[src/rtl/multiply_accumulate_stage.sv]
// Sums TERMS consecutive unsigned products and hands each total downstream over valid/ready.
// Optional saturation instead of wrap-around: define MULTIPLY_ACCUMULATE_SAT_EN.
module multiply_accumulate_stage #(
    parameter int WIDTH     = 8,
    parameter int ACC_WIDTH = 16,
    parameter int TERMS     = 4
) (
    input  logic                           clk,
    input  logic                           reset,
    input  logic                           clear,
    input  logic                           in_valid,
    output logic                           in_ready,
    input  logic [WIDTH-1:0]               in_prod,
    output logic                           out_valid,
    input  logic                           out_ready,
    output logic [ACC_WIDTH-1:0]           out_sum,
    output logic                           out_ovf,
    output logic [$clog2(TERMS+1)-1:0]     count
);

    localparam int CW = $clog2(TERMS + 1);

    typedef enum logic {
        ACCUM = 1'b0,
        DONE  = 1'b1
    } state_t;

    state_t                 state, state_next;
    logic [ACC_WIDTH-1:0]   acc, acc_next;
    logic                   ovf, ovf_next;
    logic [CW-1:0]          count_next;
    logic [ACC_WIDTH-1:0]   out_sum_next;
    logic                   out_ovf_next;

    logic [ACC_WIDTH:0]     sum;
    logic                   carry;
    logic [ACC_WIDTH-1:0]   sum_fit;
    logic                   last;

    // One spare bit catches the carry out of the accumulator.
    assign sum   = {1'b0, acc} + {{(ACC_WIDTH + 1 - WIDTH){1'b0}}, in_prod};
    assign carry = sum[ACC_WIDTH];

`ifdef MULTIPLY_ACCUMULATE_SAT_EN
    // A saturated acc plus any nonzero product carries again, so it stays pinned.
    assign sum_fit = carry ? {ACC_WIDTH{1'b1}} : sum[ACC_WIDTH-1:0];
`else
    assign sum_fit = sum[ACC_WIDTH-1:0];
`endif

    assign last      = (count == CW'(TERMS - 1));
    assign in_ready  = (state == ACCUM) && !clear;
    assign out_valid = (state == DONE);

    always_comb begin
        state_next   = state;
        acc_next     = acc;
        ovf_next     = ovf;
        count_next   = count;
        out_sum_next = out_sum;
        out_ovf_next = out_ovf;

        if (clear) begin
            state_next = ACCUM;
            acc_next   = '0;
            ovf_next   = 1'b0;
            count_next = '0;
        end else begin
            case (state)
                ACCUM: begin
                    if (in_valid) begin
                        if (last) begin
                            out_sum_next = sum_fit;
                            out_ovf_next = ovf | carry;
                            state_next   = DONE;
                        end else begin
                            acc_next   = sum_fit;
                            ovf_next   = ovf | carry;
                            count_next = count + CW'(1);
                        end
                    end
                end
                DONE: begin
                    // The transfer cycle itself is a bubble: in_ready is 0 in DONE.
                    if (out_ready) begin
                        state_next = ACCUM;
                        acc_next   = '0;
                        ovf_next   = 1'b0;
                        count_next = '0;
                    end
                end
                default: state_next = ACCUM;
            endcase
        end
    end

    always_ff @(posedge clk) begin
        if (reset) begin
            state   <= ACCUM;
            acc     <= '0;
            ovf     <= 1'b0;
            count   <= '0;
            out_sum <= '0;
            out_ovf <= 1'b0;
        end else begin
            state   <= state_next;
            acc     <= acc_next;
            ovf     <= ovf_next;
            count   <= count_next;
            out_sum <= out_sum_next;
            out_ovf <= out_ovf_next;
        end
    end

endmodule

[config.mk]
export PLATFORM = sky130hd
export DESIGN_NAME = multiply_accumulate_stage
export DESIGN_NICKNAME = d
export VERILOG_FILES = /design/src/rtl/multiply_accumulate_stage.sv
export SDC_FILE = /design/constraint.sdc
export NUM_CORES = 1
export LEC_CHECK = 0
export BUFFER_PORTS_ARGS = -buffer_cell sky130_fd_sc_hd__buf_2
export CELL_PAD_IN_SITES_DETAIL_PLACEMENT = 1
export CELL_PAD_IN_SITES_GLOBAL_PLACEMENT = 2
export CORE_MARGIN = 4
export CORE_UTILIZATION = 32
export DETAILED_ROUTE_END_ITERATION = 16
export PLACE_DENSITY_LB_ADDON = 0.1
export SETUP_SLACK_MARGIN = 0.2
export SLEW_MARGIN = 20
export SYNTH_ARGS = -nofsm -noshare
export SYNTH_HDL_FRONTEND = slang
export SYNTH_SLANG_ARGS = --single-unit
[constraint.sdc]
create_clock -name clk -period 2.6 [get_ports clk]
set_input_delay 0.26 -clock clk [delete_from_list [all_inputs] [get_ports clk]]
set_output_delay 0.26 -clock clk [all_outputs]
set_load 0.02 [all_outputs]
==> flow_summary.toml, run 1 <==
[clock_network]
cts_max_level = 2
cts_root_buffer = "clkbuf_8"
post_cts_buffers = 0
clk_pin_slew_ns = 0.08
clk_latency_ns = 0.29
numCtsBuffers = 5
cts_num_sinks = 38
cts_max_path_buffers = 2
cts_tree = "yes"
ctsHoldBuffers = 0

[sta]
setup_slack_ns = 0.369
rsz0062_at_grt = "false"
slew_viol_final = 0
fmax_ghz = 0.448
tightest_slew_ns = 0.583
final_hold_viol_count = 0
setup_viol = 0
period_needed_ns = 2.23
relSlewSlack_pct = 61.0
finalCritPeriodShare_pct = 85.8
finClkSkew_ns = 0.00573
fin_tns_setup_ns = 0

[synth]
yosys_warnings = 0
yosysTopAreaCell = "dfxtp_1"
ys.flop_type = "dfxtp_1"
netlist_area_um2 = 1960
netlist_instances = 240
yosysUniqueCellTypes = 39
synth_edf_count = 0
synth_nets = 264
synth_top_area_share_pct = 38.8
ys_seq_area_share_pct = 38.8
ys_top_cells_by_count = "dfxtp_1, nand2_1, a21oi_1"
avgSynthCellArea_um2 = 8.17
synth.area.top_cells = "dfxtp_1, a21oi_1, ha_1, nand2_1, nor2_1"
synthMostInstantiatedCell = "dfxtp_1"
async_flop_share_pct = 0
synth_seq_cells = 38

[floorplanning]
io_pins = 35
fp.dieH_um = 86.3
die_x_um = 86.3
rows = 28
start_util_pct = 33.1
die_area_um2 = 7440
core-area_um2 = 5920

[run]
max_cap_viol_count = 0

[worst_setup_path]
worstSetupPathType = "reg2reg"
path_cells = "ha_1, fa_1, a211oi_2, o21ai_1, a31o_2, or4_1, nand3_1"
reg2reg_from = "acc[0]"
critical_path_arrival_ns = 2.46
critPathRequiredTime_ns = 2.83
worst-r2r-setup-slack_ns = 0.37
crit_path_end_kind = "flip-flop"
reg2regPathDepth = 7
cp_slowest_stage_delay_ns = 0.45
r2r_end = "out_sum[8]"
start_kind = "flip-flop"
slowest_stage = "fa_1"
cp_max_fo = 3

[route]
routedWlPerCell_um = 16.3
dr.pass1.iters = 4
wl_mm = 5.69
via_per_inst = 5.31
dr.first_iter.drc_count = 67
vias = 1858
ant_nets = 0
drc = 0

[min_path]
hold_end = "out_valid"
hold_depth = 3
hp-start = "out_ready"
hold_path_class = "in2reg"

[power]
netSwitchingFraction_pct = 22.8
clockPowerShare_pct = 46.4
power_density_nw_per_um2 = 571
p_seq_share_pct = 43.8
p_switching_uw = 308
leakage_nw = 0.930
combPwrFrac_pct = 9.8
ir_drop_uv = 268
internal-power_mw = 1.04

[place]
pre_cts_slack_ns = 0.200
gp_congestion = 0.798
hpwlAfterDp_mm = 4.21
place.port_buffers = 34

[grt]
grtUsageMet2_pct = 23.2
grt_pass1_vias = 1775
grt_max_degree = 24
grt_overflow = 0
antenna_found_initial = 0
grt_usage_pct = 15.9
grt_pass1_wl_mm = 9.20
use_met3_pct = 3.23
grt_use_met1_pct = 23.7
top_usage_layer = "met1"

[final_layout]
area_growth_pct = 20.8
drive_above_1_share_pct = 20.4
n_fill_cell = 741
antenna-diode-count = 0
nNetsFinal = 298

[status]
outcome = "finished clean"
-- state kept, by name, summed over array words and instances (netlist names) --
name	count
out_ovf	1
count	3
ovf	1
out_sum	16
out_valid	1
acc	16
-- cell type report --
class	instances	area, µm²	area share, %
Timing Repair Buffer	40	215	9.09
Tap cell	75	93.8	3.96
Inverter	5	18.8	0.792
Multi-Input combinational cell	184	1140	48.0
Clock buffer	6	82.6	3.49
Sequential cell	38	761	32.1
Clock inverter	2	60.1	2.54
-- through the flow --
step / power (mW) / area, µm² / instances / utilization [%] / hold WS, ns
final: 1.35 / 2370 / 350 / 40.0 / 0.283
after CTS: 1.37 / 2360 / 350 / 39.9 / 0.273
after global placement: 0.737 / 2220 / 342 / 37.5 / 0.440
after detailed placement: 0.736 / 2220 / 342 / 37.5 / 0.447
after global routing: 1.41 / 2370 / 350 / 40.0 / 0.288
after floorplan: 0.694 / 1960 / 240 / - / 0.431
-- critical path: cells and delay by family, from the launching register on --
kind,cells,cell delay (ns)
and+or+nand+nor,2,0.51
AOI/OAI and AO/OA,3,0.68
DFF,1,0.32
adders and majority gates,2,0.67
-- placed cells by master, fill, tap and decap left out, drive strengths merged --
master | netlist | routed
and3 | 1 | 1
or4 | 4 | 4
a31o | 1 | 1
dfxtp | 38 | 38
nand3b | 2 | 2
o2111ai | 2 | 2
a211oi | 9 | 9
or3b | 1 | 1
mux2 | 1 | 1
nor3b | 1 | 1
a311oi | 3 | 3
o41ai | 1 | 1
nand4b | 1 | 1
a41oi | 1 | 1
o21ai | 10 | 10
inv | 5 | 5
nand3 | 15 | 15
bufinv | 0 | 2
buf | 3 | 40
nor3 | 5 | 5
o211a | 1 | 1
or2 | 2 | 2
a31oi | 5 | 5
o211ai | 3 | 3
a21oi | 27 | 27
nor2 | 22 | 22
xnor2 | 7 | 7
clkbuf | 10 | 6
a21o | 5 | 5
fa | 1 | 1
ha | 10 | 10
nand4 | 3 | 3
xor2 | 4 | 4
nand2 | 30 | 30
or3 | 5 | 5
a2111o | 1 | 1
-- cells by family (layout without fill, tap and decap cells) --
group                    Yosys count  count (layout)  synth area share [%]
AND/OR/NAND/NOR                   92              92                  22.4
AO/OA/AOI/OAI                     69              69                  22.2
flip-flops                        38              38                  38.8
buffers and inverters             18              53                  3.70
adder cells (fa/ha/maj)           11              11                  7.40
XOR/XNOR                          11              11                  4.91
multiplexers                       1               1                 0.574
-- power by group through the flow --
| stage | logic, mW | registers [mW] | clock network, mW |
|---|---|---|---|
| 6_report | 0.132 | 0.592 | 0.627 |
| 5_1_grt | 0.149 | 0.594 | 0.672 |
| 4_1_cts | 0.131 | 0.592 | 0.648 |
| 3_5_place_dp | 0.130 | 0.606 | 0 |
| 3_3_place_gp | 0.131 | 0.606 | 0 |
| 2_1_floorplan | 0.0870 | 0.607 | 0 |
-- how the worst max path moves through the flow --
stage	start	endpoint	slack [ns]	cells past startpoint
finish	acc[0]	out_sum[8]	0.37	7
global route	acc[7]	out_sum[11]	0.24	6
CTS	acc[0]	out_sum[8]	0.25	7
detailed placement	in_prod[0]	out_sum[8]	0.20	8
global placement	in_prod[0]	out_sum[8]	0.25	8
floorplan	acc[0]	out_sum[8]	0.46	7
-- what timing repair did --
| action | 4_1_cts | 5_1_grt |
|---|---|---|
| gates resized for setup | 0 | 2 |
| endpoints found under the setup margin | 0 | 1 |
| hold endpoints to repair | 0 | 0 |
-- per-layer routing --
metal | wire (µm) | up-vias
met3 | 218 | 4
met1 | 3090 | 880
li1 | - | 941
met4 | 48 | 0
met5 | 0 | -
met2 | 2330 | 33
Power figures use the tool's default switching activity.
==> inputs of run 2 (changes only) <==
--- a/config.mk
+++ b/config.mk
@@ -9,9 +9,10 @@
 export CELL_PAD_IN_SITES_DETAIL_PLACEMENT = 1
 export CELL_PAD_IN_SITES_GLOBAL_PLACEMENT = 2
 export CORE_MARGIN = 4
-export CORE_UTILIZATION = 32
+export CORE_UTILIZATION = 29
 export DETAILED_ROUTE_END_ITERATION = 16
 export PLACE_DENSITY_LB_ADDON = 0.1
+export REMOVE_ABC_BUFFERS = 1
 export SETUP_SLACK_MARGIN = 0.2
 export SLEW_MARGIN = 20
 export SYNTH_ARGS = -nofsm -noshare
==> constraint.sdc (replaced) <==
create_clock -name clk -period 1.9 [get_ports clk]
set_input_delay 0.19 -clock clk [delete_from_list [all_inputs] [get_ports clk]]
set_output_delay 0.19 -clock clk [all_outputs]
set_load 0.02 [all_outputs]
==> run 2 against run 1 <==
The run now ends with negative setup slack left. Via count up 12%. Fmax is 8.3% higher. Wire length rose by 21%. Register-to-register slack worse by 0.53 ns. Critical path type unchanged. Largest power group is now sequential cells.
==> flow_summary.toml, run 2 (same netlist as run 1, synthesis figures left out) <==
[sta]
rsz0062_at_grt = "true"
final_hold_viol_count = 0
setup_viol = 8
timing.hold.ws_ns = 0.195
fmax_ghz = 0.485
relSlewSlack_pct = 72.8
tightest_slew_ns = 0.406
finClkSkew_ns = 0.00718
setup_slack_ns = -0.160
period_needed_ns = 2.06
finalCritPeriodShare_pct = 108
slew_viol_final = 0

[place]
pre_cts_slack_ns = -0.441
place.port_buffers = 34
hpwlAfterDp_mm = 4.59
gp_congestion = 0.764
post-place-cells = 374
placed_cell_area_um2 = 2450

[final_layout]
antenna-diode-count = 0
final_common_cell = "buf_4"
stdcell_area_um2 = 3090
nNetsFinal = 338
area_growth_pct = 57.8
fin_cells = 392
n_fill_cell = 761
reg.largest.list = "acc: 16 flops, out_sum: 16 flops, count: 3 flops"
layout_common_cells = "buf_4, buf_2, dfxtp_1"
drive_above_1_share_pct = 48.6

[power]
power.total_mw = 1.75
leakage_nw = 1.17
ir_drop_uv = 342
power_density_nw_per_um2 = 567

[clock_network]
cts_max_path_buffers = 2
ctsHoldBuffers = 0
cts_max_level = 2
cts_num_sinks = 38
cts_root_buffer = "clkbuf_8"
cts_tree = "yes"
clk_latency_ns = 0.30
numCtsBuffers = 5
clk_pin_slew_ns = 0.08

[floorplanning]
fp.dieH_um = 90.2
die_area_um2 = 8140
start_util_pct = 30.4
io_pins = 35
core-area_um2 = 6460
die_x_um = 90.2
rows = 29

[min_path]
hp-start = "out_ready"
hold_depth = 3
hold_end = "out_valid"
hold_path_class = "in2reg"

[worst_setup_path]
critPathRequiredTime_ns = 2.14
slowest_stage = "or3_4"
reg2reg_from = "acc[0]"
critPathLaunch = "acc[0]"
start_kind = "flip-flop"
path_cells = "ha_4, fa_2, a211oi_4, buf_4, o211a_4, or3_4, or3_1, o21ai_1"
cp_slowest_stage_delay_ns = 0.39
cp_max_fo = 4
crit_path_end_kind = "flip-flop"
cp_top_family = "simple AND/OR/NAND/NOR gates"
worstSetupPathType = "reg2reg"
r2r_end = "acc[14]"
reg2regPathDepth = 8
critical_path_arrival_ns = 2.30
critPathBufInv = 1
worst-r2r-setup-slack_ns = -0.16

[status]
outcome = "finished with violations"
failed_checks = "negative setup slack"

[run]
max_cap_viol_count = 0

[grt]
grt_pass1_vias = 2171
grt_max_degree = 23
grt_overflow = 0
grt_usage_pct = 16.8
grt_pass1_wl_mm = 11.1
antenna_found_initial = 0

[route]
drc = 0
ant_nets = 0
dr.first_iter.drc_count = 66
vias = 2074
dr.pass1.iters = 4
routedWlPerCell_um = 17.5
wl_mm = 6.86
via_per_inst = 5.29
==> run 2: tightest hold or removal path: stages <==
cell and delay (ns):
buf_2 0.10, mux2_2 0.14, nor2_1 0.03
==> run 2: worst max path at each step <==
stage	slack [ns]	depth (start not counted)	endpoint
finish	-0.16	8	acc[14]
CTS	-0.21	7	out_sum[8]
global route	-0.24	8	acc[14]
detailed placement	-0.44	8	out_sum[8]
floorplan	-0.63	6	out_sum[11]
global placement	-0.42	8	out_sum[8]
==> run 2: final cells by class <==
cell class                      instances  area (µm²)  area share (%)
Timing Repair Buffer                   80         542            17.5
Clock buffer                            6        82.6            2.67
Clock inverter                          2        12.5           0.404
Inverter                                5        18.8           0.607
Multi-Input combinational cell        184        1570            50.8
Tap cell                               77        96.3            3.11
Sequential cell                        38         769            24.9
==> run 2: per-stage QoR <==
step / util, % / TNS [ns]
5_1_grt: 47.9 / -1.50
6_report: 47.9 / -0.743
3_3_place_gp: 38.0 / -4.70
3_5_place_dp: 38.0 / -5.08
4_1_cts: 44.0 / -1.26
2_1_floorplan: - / -13.49
==> run 2: power breakdown <==
group	switching [mW]	internal [mW]	leakage, nW
logic	0.175	0.157	0.811
registers	0.00941	0.806	0.310
clock network	0.315	0.292	0.0472
total	0.500	1.26	1.17
==> run 2: routing by layer <==
metal | vias up | global-route usage, % | share of wire, %
met5 | - | 0 | 0
met4 | 0 | 3.95 | 1.7
met3 | 8 | 3.34 | 2.9
met2 | 33 | 29.9 | 50
met1 | 1015 | 20.7 | 45
li1 | 1018 | - | -
==> run 2: timing repair <==
action                                  in CTS  in global routing
resized for setup                           51                 39
setup buffers                                5                  5
endpoints found under the setup margin      33                 28
pin swaps                                   29                 33
==> inputs of run 3 (changes only) <==
--- a/config.mk
+++ b/config.mk
@@ -13,7 +13,7 @@
 export DETAILED_ROUTE_END_ITERATION = 16
 export PLACE_DENSITY_LB_ADDON = 0.1
 export REMOVE_ABC_BUFFERS = 1
-export SETUP_SLACK_MARGIN = 0.2
+export SETUP_SLACK_MARGIN = 0.02
 export SLEW_MARGIN = 20
 export SYNTH_ARGS = -nofsm -noshare
 export SYNTH_HDL_FRONTEND = slang
==> run 3 against run 2 <==
The flow still finishes with violations (negative setup slack). Die area unchanged. Worst setup slack gained 0.0033 ns. Critical endpoint unchanged. Non-clock buffer count is 3 higher. Total power grew 0.17%. Global-route usage decreased by 0.50 points. Via count decreased by 0.34%. Clock power is 1% lower. Highest routed layer unchanged. Critical path type unchanged. Register-to-register slack hardly changed. Clock skew rose by 0.00052 ns. Critical path depth stayed put.
==> flow_summary.toml, run 3 (same netlist as run 1, synthesis figures left out) <==
[route]
dr.first_iter.drc_count = 68
wl_mm = 6.88
dr.pass1.iters = 4
vias = 2067
via_per_inst = 5.23
routedWlPerCell_um = 17.4
ant_nets = 0
drc = 0

[worst_setup_path]
path_cells = "ha_4, fa_2, a211oi_4, buf_4, o211a_4, or3_4, or3_1, o21ai_1"
crit_path_end_kind = "flip-flop"
worst-r2r-setup-slack_ns = -0.16
worstSetupPathType = "reg2reg"
slowest_stage = "or3_4"
cp_slowest_stage_delay_ns = 0.39
cp_top_family = "simple AND/OR/NAND/NOR gates"
critical_path_arrival_ns = 2.29
cp_max_fo = 4
critPathBufInv = 1
start_kind = "flip-flop"
critPathRequiredTime_ns = 2.14

[floorplanning]
io_pins = 35
start_util_pct = 30.4
rows = 29
core-area_um2 = 6460
die_x_um = 90.2
fp.dieH_um = 90.2
die_area_um2 = 8140

[sta]
slew_viol_final = 0
finClkSkew_ns = 0.00770
finalCritPeriodShare_pct = 108
timing.hold.ws_ns = 0.198
relSlewSlack_pct = 73.1
setup_viol = 9
tightest_slew_ns = 0.402
final_hold_viol_count = 0
period_needed_ns = 2.06
fmax_ghz = 0.486
rsz0062_at_grt = "true"
setup_slack_ns = -0.157
fin_tns_setup_ns = -0.699

[final_layout]
area_growth_pct = 54.2
stdcell_area_um2 = 3020
final_common_cell = "buf_4"
n_fill_cell = 771
fin_util_pct = 46.8
reg.largest.list = "acc: 16 flops, out_sum: 16 flops, count: 3 flops"
drive_above_1_share_pct = 45.9
antenna-diode-count = 0
layout_common_cells = "buf_4, buf_2, dfxtp_1"
nNetsFinal = 341

[grt]
grt_overflow = 0
grt_max_degree = 23
antenna_found_initial = 0
grt_pass1_wl_mm = 10.8
grt_usage_pct = 16.3
grt_pass1_vias = 2139

[place]
gp_congestion = 0.764
hpwlAfterDp_mm = 4.59
placed_cell_area_um2 = 2450
place.port_buffers = 34

[clock_network]
clk_pin_slew_ns = 0.08
cts_num_sinks = 38
cts_max_level = 2
cts_tree = "yes"
cts_max_path_buffers = 2
numCtsBuffers = 5
ctsHoldBuffers = 0
cts_root_buffer = "clkbuf_8"
clk_latency_ns = 0.30

[power]
leakage_nw = 1.17
ir_drop_uv = 360
power.total_mw = 1.76
power_density_nw_per_um2 = 581

[status]
outcome = "finished with violations"
failed_checks = "negative setup slack"

[min_path]
hold_path_class = "in2reg"

[run]
max_cap_viol_count = 0
## run 3: path summary, 6_finish.rpt
check / start / depth (start not counted) / to
worst max-delay path: acc[0] / 8 / acc[14]
worst min-delay path: out_ready / 3 / out_valid
worst max register to register: acc[0] / 8 / acc[14]
worst min register to register: out_sum[3] / 2 / out_sum[3]
## run 3: stage by stage
stage	worst slack (ns)	instances
after detailed placement	-0.441	374
after global routing	-0.236	395
final	-0.157	395
after global placement	-0.417	374
after CTS	-0.211	387
after floorplan	-0.630	227
## run 3: final cells by class
class,instances,area (µm²),share of cell area [%]
inverters,5,18.8,0.621
well taps,77,96.3,3.19
repair buffers,83,557,18.4
flip-flops and latches,38,769,25.4
multi-input cells,184,1490,49.2
clock inverters,2,12.5,0.414
clock buffers,6,82.6,2.73
## run 3: timing repair
action,4_1_cts,5_1_grt
cloned,0,0
setup endpoints to repair,23,26
pin swaps,20,33
buffers inserted,5,10
gates resized for setup,31,45
## run 3: metal layers
metal  track usage (%)  wire (µm)  part of all wire, %
met3              3.34        172                  2.5
met4              3.95         98                  1.4
met5                 0          0                    0
met2              28.7       3530                   51
met1              20.2       3080                   45
## run 3: worst reg2reg max path: stages, from the launching register on
cell and delay [ns]:
dfxtp_2 0.36, ha_4 0.14, fa_2 0.23, a211oi_4 0.08, buf_4 0.14, o211a_4 0.25
or3_4 0.40, or3_1 0.32, o21ai_1 0.08
## run 3: report_power, final
part	switching, mW	internal, mW
Clock	0.309	0.292
Sequential	0.00913	0.806
Combinational	0.180	0.162
